<file path="src/rtl/logic_unit_pipe.sv">
// Two-stage valid/ready bitwise logic unit with registered result flags.
// Define LOGIC_POPCNT_EN to add the registered out_popcnt output.
module logic_unit_pipe #(
  parameter int WIDTH = 8,
  parameter int OPW   = 3
) (
  input  logic             clk,
  input  logic             rst_n,
  input  logic             in_valid,
  output logic             in_ready,
  input  logic [WIDTH-1:0] in_a,
  input  logic [WIDTH-1:0] in_b,
  input  logic [OPW-1:0]   in_op,
  output logic             out_valid,
  input  logic             out_ready,
  output logic [WIDTH-1:0] out_data,
  output logic             out_zero,
  output logic             out_ones,
`ifdef LOGIC_POPCNT_EN
  output logic [$clog2(WIDTH+1)-1:0] out_popcnt,
`endif
  output logic             out_parity
);

  localparam int PCW = $clog2(WIDTH + 1);

  function automatic logic [WIDTH-1:0] f_logic_op(
    input logic [OPW-1:0]   op,
    input logic [WIDTH-1:0] a,
    input logic [WIDTH-1:0] b
  );
    logic [WIDTH-1:0] res;
    case (op)
      3'b000:  res = ~a;
      3'b001:  res = a & b;
      3'b010:  res = a | b;
      3'b011:  res = a ^ b;
      3'b100:  res = ~(a & b);
      3'b101:  res = ~(a | b);
      3'b110:  res = ~(a ^ b);
      3'b111:  res = a;
      default: res = {WIDTH{1'b0}};
    endcase
    return res;
  endfunction

  function automatic logic f_parity(input logic [WIDTH-1:0] v);
    return ^v;
  endfunction

  function automatic logic [PCW-1:0] f_popcnt(input logic [WIDTH-1:0] v);
    logic [PCW-1:0] cnt;
    cnt = {PCW{1'b0}};
    for (int i = 0; i < WIDTH; i++) begin
      cnt = cnt + {{(PCW-1){1'b0}}, v[i]};
    end
    return cnt;
  endfunction

  logic             r_s1_valid;
  logic [WIDTH-1:0] r_s1_data;
  logic             r_out_valid;
  logic [WIDTH-1:0] r_out_data;
  logic             r_out_zero;
  logic             r_out_ones;
  logic             r_out_parity;
  logic [PCW-1:0]   r_out_popcnt;

  logic             w_s2_ready;
  logic             w_in_ready;
  logic             w_in_fire;
  logic             w_s1_fire;
  logic [WIDTH-1:0] w_op_result;

  // Ready chain and handshake decode; in_ready is the only combinational in/out path.
  always_comb begin
    w_s2_ready  = !r_out_valid || out_ready;
    w_in_ready  = !r_s1_valid || w_s2_ready;
    w_in_fire   = in_valid && w_in_ready;
    w_s1_fire   = r_s1_valid && w_s2_ready;
    w_op_result = f_logic_op(in_op, in_a, in_b);
  end

  // Stage 1: captures the op result on an input handshake.
  always_ff @(posedge clk or negedge rst_n) begin
    if (!rst_n) begin
      r_s1_valid <= 1'b0;
      r_s1_data  <= {WIDTH{1'b0}};
    end else if (w_in_fire) begin
      r_s1_valid <= 1'b1;
      r_s1_data  <= w_op_result;
    end else if (w_s1_fire) begin
      r_s1_valid <= 1'b0;
    end
  end

  // Stage 2: output register; data and flags only change on an s1 transfer.
  always_ff @(posedge clk or negedge rst_n) begin
    if (!rst_n) begin
      r_out_valid  <= 1'b0;
      r_out_data   <= {WIDTH{1'b0}};
      r_out_zero   <= 1'b0;
      r_out_ones   <= 1'b0;
      r_out_parity <= 1'b0;
      r_out_popcnt <= {PCW{1'b0}};
    end else if (w_s1_fire) begin
      r_out_valid  <= 1'b1;
      r_out_data   <= r_s1_data;
      r_out_zero   <= ~|r_s1_data;
      r_out_ones   <= &r_s1_data;
      r_out_parity <= f_parity(r_s1_data);
`ifdef LOGIC_POPCNT_EN
      r_out_popcnt <= f_popcnt(r_s1_data);
`else
      r_out_popcnt <= {PCW{1'b0}};
`endif
    end else if (out_ready) begin
      r_out_valid  <= 1'b0;
    end
  end

  assign in_ready   = w_in_ready;
  assign out_valid  = r_out_valid;
  assign out_data   = r_out_data;
  assign out_zero   = r_out_zero;
  assign out_ones   = r_out_ones;
  assign out_parity = r_out_parity;
`ifdef LOGIC_POPCNT_EN
  assign out_popcnt = r_out_popcnt;
`else
  logic w_unused_popcnt;
  assign w_unused_popcnt = ^r_out_popcnt;
`endif

endmodule
</file>
<file path="config.mk">
export PLATFORM = sky130hd
export DESIGN_NAME = logic_unit_pipe
export DESIGN_NICKNAME = d
export VERILOG_FILES = /design/src/rtl/logic_unit_pipe.sv
export SDC_FILE = /design/constraint.sdc
export NUM_CORES = 1
export LEC_CHECK = 0
export BUFFER_PORTS_ARGS = -buffer_cell sky130_fd_sc_hd__buf_2
export CELL_PAD_IN_SITES_DETAIL_PLACEMENT = 0
export CELL_PAD_IN_SITES_GLOBAL_PLACEMENT = 1
export CORE_MARGIN = 5
export CORE_UTILIZATION = 45
export CTS_BUF_LIST = sky130_fd_sc_hd__clkbuf_4
export CTS_CLUSTER_SIZE = 16
export DETAILED_ROUTE_END_ITERATION = 10
export PLACE_DENSITY_LB_ADDON = 0.1
export SETUP_SLACK_MARGIN = 0.05
export SLEW_MARGIN = 25
export SYNTH_ARGS = -nofsm -noshare
export SYNTH_HDL_FRONTEND = slang
export SYNTH_SLANG_ARGS = --single-unit
export TNS_END_PERCENT = 20
</file>
<file path="constraint.sdc">
create_clock -name clk -period 3.1 [get_ports clk]
set_clock_uncertainty 0.2 [all_clocks]
set_input_delay 0.31 -clock clk [delete_from_list [all_inputs] [get_ports clk]]
set_output_delay 0.31 -clock clk [all_outputs]
set_load 0.01 [all_outputs]
</file>
==> impl_metrics.ini, run 1 <==
[synthesis]
synth_fa_ha_area_share_pct = 16.7
synth.top_cell.area_share_pct = 29.2
synth_top_family_by_area = compound AO/OA/AOI/OAI gates
synth_nets = 257
syn_area_um2 = 1800
ys.flop_type = dfrtp_1
yosysUniqueCellTypes = 33
synthTopCellsByCount = nand2_1 (27), ha_1 (24), inv_1 (24)
syn_inst = 210
avgSynthCellArea_um2 = 8.56
synth_edf_count = 0
synth_simple_gate_area_share_pct = 17.5
yosysSeqAreaShare_pct = 29.2
synth_area_leaders = dfrtp_1 (29%), ha_1 (17%), nand2_1 (5.6%), inv_1 (5.0%), o21ai_1 (3.6%)
synth.area.mux_share_pct = 3.34
synth_compound_gate_area_share_pct = 23.3
yosys.area.top_type = dfrtp_1
yosys_warnings = 0
synth_most_common_cell = nand2_1
synth-seq-cells = 21
async_reset_ff_share_pct = 100
synth_xor_area_share_pct = 1.46

[pwr]
p_per_area_nw_per_um2 = 400
p_leak_nw = 1.06
vdd_ir_drop_max_mv = 0.148

[timing]
fin_crit_sh_pct = 50.8
rsz0062_at_grt = no
finalHoldViolCount = 0
slew_headroom_pct = 63.9
tightestPinTransition_ns = 0.541
setup_viol = 0
timing.fmax_mhz = 635
min_period_ns = 1.58
setup_tns_ns = 0
final_max_slew_viol_count = 0
worst_hold_slack_ns = 0.00329

[clock_tree]
cts_tree = built
htreeDepth = 1
numClockSinks = 21
cts_buffers = 3
clkLatencyLatePin_ns = 0.30
ctsRootBufferMaster = clkbuf_4
cts_resized = 0
clk_pin_slew_ns = 0.11
ctsLongestPathBuffers = 2

[placed_design]
dpl.hpwl_um = 2830
place.gp.congestion = 0.845
io_buffer_count = 35

[setup_path]
cp-start-kind = flop
cp.required_ns = 3.10
critPathKind = reg -> reg
cp_max_fo = 16
crit_path_end_kind = flop
arrival_ns = 1.58

[die]
io_pins = 36
die_area_um2 = 5360
coreArea_um2 = 3940
die_h_um = 73.2
num_rows = 23
start_util_pct = 45.6
die_w_um = 73.2

[final_layout]
n_antenna_cell = 0
fin_nets = 287
syn_to_final_growth_pct = 12.2
drive_gt1_share_pct = 19.7

[grt]
grt_max_degree = 35
grt_pass1_wl_um = 6100
grt_pass1_vias = 1352
grt_util_all_layers_pct = 14.1
gr-total-overflow = 0
grt_antenna_before_repair = 0

[route]
vias = 1495
drtAntennaViolNets = 0
drt-wirelength-per-cell_um = 12.5
dr.pass1.iters = 4
drt_iter0_markers = 47
drc = 0
vias_per_cell = 5.17
drt-total-wl_um = 3620

[job]
max_cap_viol_count = 0

[worst_hold_path]
worstHoldPathType = in -> reg

[status]
status = finished clean
path summary, 6_finish.rpt:
| path | start | end | slack [ns] | cells after the start |
|---|---|---|---|---|
| hold reg to reg | out_data[5] | out_data[5] | 0.28 | 2 |
| hold / removal | in_valid | r_s1_valid | 0.003 | 2 |
| min in group asynchronous | rst_n | out_ones | 0.27 | 2 |
| max in group asynchronous | rst_n | out_data[1] | 2.11 | 2 |
| setup reg to reg | out_valid | r_s1_data[1] | 1.52 | 4 |
| setup / recovery | out_valid | r_s1_data[1] | 1.52 | 4 |
cell families (layout without fill, tap and decap cells):
| kind of cell | Yosys count | in the layout |
|---|---|---|
| and+or+nand+nor | 63 | 63 |
| AOI/OAI and AO/OA | 57 | 57 |
| buffers and inverters | 36 | 65 |
| adders and majority gates | 24 | 24 |
| DFF | 21 | 21 |
| muxes | 6 | 6 |
| xor gates and xnor gates | 3 | 3 |
final cells by class:
class                      instances  area [um2]
inverter                          25        93.8
fill                             399        1930
clock buffer                       4        30.0
multi-input combinational        153        1120
tap                               50        62.6
timing repair buffer              36         185
sequential                        21         526
through the flow:
step	utilization (%)	setup slack (ns)	instance area [um2]	cells	power, mW
6_report	51.1	1.52	2020	289	0.806
5_1_grt	51.1	1.40	2020	289	0.868
4_1_cts	51.1	1.52	2020	289	0.819
3_5_place_dp	50.1	1.25	1980	284	0.682
3_3_place_gp	50.1	1.31	1980	284	0.671
2_1_floorplan	-	1.59	1800	210	0.580
critical path: stages, from the launching register on:
cell and delay [ns]:
dfrtp_1 0.38, nand3b_1 0.12, nand2_1 0.41, a21oi_1 0.08, a32o_1 0.28
report_power, final:
group          internal, mW  switching, mW  leakage, nW
Sequential            0.325         0.0318        0.259
Combinational         0.143          0.168        0.784
Clock                0.0589         0.0786       0.0184
Total                 0.527          0.279         1.06
registers in the layout (all words and copies together), names as in the netlist:
signal,flops
r_s1_data,8
out_data,8
out_ones,1
r_s1_valid,1
out_valid,1
out_zero,1
out_parity,1
per-layer routing:
layer  track usage (%)  wire [um]  share of wire (%)
met1              19.8       1750                 48
met2              22.7       1660                 46
met3             0.964        150                4.1
met4              4.92         55                1.5
met5                 0          0                  0
repair_timing:
| item | 4_1_cts | 5_1_grt |
|---|---|---|
| setup buffers | 0 | 0 |
| hold buffers | 1 | 0 |
| hold endpoints to repair | 21 | 0 |
| setup endpoints to repair | 0 | 0 |
layout by cell type (no fill, tap or decap), types with 5 or more instances in the layout:
cell type | synthesis | final
inv_1 | 24 | 24
a21o_1 | 8 | 8
a21oi_1 | 6 | 6
mux2i_1 | 6 | 6
nor2_1 | 10 | 10
ha_1 | 24 | 24
o21ai_1 | 13 | 13
nand2b_1 | 5 | 5
dfrtp_1 | 21 | 21
nand2_1 | 27 | 27
nor2b_1 | 6 | 6
o21ai_0 | 10 | 10
buf_2 | 5 | 35
No activity file was read; power rests on OpenSTA's default activity.
==> run 2, diff against run 1 <==
- CORE_UTILIZATION: 45 -> 38
- clock period: 3.1 -> 1.4 ns (I/O delays scaled with it)
==> run 2 against run 1 <==
  * The flow now finishes with violations (hold timing)
  * Sequential power is 120% higher
  * Hold slack worse by 0.092 ns
  * Clock power is 110% higher
  * Critical path depth is 1 higher
  * Power grew to 2.6 times the previous value
  * Routed wire length is 14% higher
  * Sequential cell count stayed put
  * Design area is 22% higher
  * Cell count is 17% higher
  * Via count is 11% higher
  * Register-to-register slack worse by 1.5 ns
  * Critical endpoint is now out_parity
  * Largest power group is now combinational cells
  * Highest routed layer unchanged
==> impl_metrics.ini, run 2 (synthesized netlist as in run 1, its figures left out) <==
[grt]
grt_max_degree = 23
grt_util_all_layers_pct = 14.1
grt_pass1_wl_um = 7310
grt_antenna_before_repair = 0
gr-total-overflow = 0
grt_pass1_vias = 1601

[worst_hold_path]
holdPathEnd = out_valid
hold_path_startpoint = out_ready
worstHoldPathType = in -> reg
whs_path_depth = 3

[final_layout]
seq_area_um2 = 526
drive_gt1_share_pct = 37.7
syn_to_final_growth_pct = 36.6
final_cell_mix = buf_4 (42), buf_2 (35), nand2_1 (26), dfrtp_1 (21), ha_1 (20)
multiInputGateArea_um2 = 1190
finish.utilization_pct = 52.7
final_common_cell = buf_4
fillers = 455
fin_cells = 338
fin_nets = 332
n_antenna_cell = 0

[setup_path]
arrival_ns = 1.39
rr_worst_depth = 5
slowest_stage = dfrtp_1
r2r-end = out_parity
r2r-start = r_s1_data[4]
critPathKind = reg -> reg
rrSetupSlack_ns = 0.01
cp.required_ns = 1.40
cp_max_fo = 2
crit_path_end_kind = flop
cpPeakStageDelay_ns = 0.41
cp-start-kind = flop
path_cells = inv_2 > ha_4 > xnor2_2 > xnor2_1 > o21ai_1

[timing]
setup_tns_ns = 0
final_max_slew_viol_count = 0
tightestPinTransition_ns = 0.463
setup_viol = 0
min_period_ns = 1.39
rsz0062_at_grt = yes
finalHoldViolCount = 2
timing.fmax_mhz = 720
worst_hold_slack_ns = -0.0883
fin_crit_sh_pct = 99.3
slew_headroom_pct = 69.1

[clock_tree]
clkLatencyLatePin_ns = 0.30
cts_tree = built
numClockSinks = 21
ctsLongestPathBuffers = 2
cts_buffers = 3
ctsRootBufferMaster = clkbuf_4
htreeDepth = 1
cts_hold_buf = 2
clk_pin_slew_ns = 0.12

[status]
violations = hold timing
status = finished with violations

[placed_design]
place.gp.congestion = 0.744
io_buffer_count = 35
dpl.hpwl_um = 3230
dp.cells = 326

[route]
drt_iter0_markers = 48
vias_per_cell = 4.90
drt-wirelength-per-cell_um = 12.2
drtAntennaViolNets = 0
vias = 1656
drc = 0
dr.pass1.iters = 4
drt-total-wl_um = 4120

[pwr]
vdd_ir_drop_max_mv = 0.364
total_power_mw = 2.10
p_leak_nw = 1.29
p_per_area_nw_per_um2 = 857

[die]
die_area_um2 = 6200
coreArea_um2 = 4660
die_w_um = 78.8
io_pins = 36
num_rows = 25
start_util_pct = 38.6
die_h_um = 78.8

[job]
max_cap_viol_count = 0
[run 2: cell count changes in the layout (fill, tap and decap cells not counted), moves of 4 or more]
cell,previous run,this run
inv_1,24,16
ha_4,0,4
buf_4,0,42
inv_2,1,9
ha_1,24,20
[run 2: worst max path at each step]
| stage | endpoint | startpoint | depth (start not counted) |
|---|---|---|---|
| global route | r_s1_data[5] | out_valid | 5 |
| floorplan | r_s1_data[7] | out_valid | 5 |
| CTS | out_parity | r_s1_data[4] | 5 |
| global placement | r_s1_data[1] | in_a[1] | 6 |
| detailed placement | r_s1_data[1] | in_a[1] | 6 |
| finish | out_parity | r_s1_data[4] | 5 |
[run 2: repair_timing]
item,CTS,global route
gates resized for setup,14,3
gates cloned,0,0
endpoints found under the hold margin,23,2
pin swaps,8,6
setup endpoints to repair,8,11
setup buffers,4,2
[run 2: power breakdown]
group | total [mW] | leakage, nW | switching, mW | internal, mW
Combinational | 1.03 | 1.02 | 0.478 | 0.554
Clock | 0.292 | 0.0177 | 0.186 | 0.106
Sequential | 0.781 | 0.259 | 0.0618 | 0.719
Total | 2.10 | 1.29 | 0.725 | 1.38
[run 2: stage by stage]
stage	setup WS, ns	cell area [um2]
final	0.0105	2450
after global routing	-0.0677	2450
after CTS	0.0330	2440
after detailed placement	-0.111	2290
after global placement	-0.0917	2290
after floorplan	0.0192	1810
[run 2: routing by layer]
layer	vias up	GRT usage, %	wire (um)
met2	22	24.5	1870
met3	2	0.340	105
met5	-	0	0
met4	0	3.15	32
li1	865	-	-
met1	767	19.4	2110
[run 2: critical path: cells and delay by family (launching register included)]
family,cells,cell delay (ns)
compound gates,1,0.08
xor+xnor,2,0.28
fa+ha+maj,1,0.21
buf+inv,1,0.10
flops,1,0.41
[run 2: final cells by class]
type / instances / share of cell area (%)
multi-input combinational: 153 / 48.5
timing repair buffer: 81 / 22.4
clock buffer: 3 / 0.917
tap: 54 / 2.75
inverter: 25 / 3.82
sequential: 21 / 21.4
clock inverter: 1 / 0.204
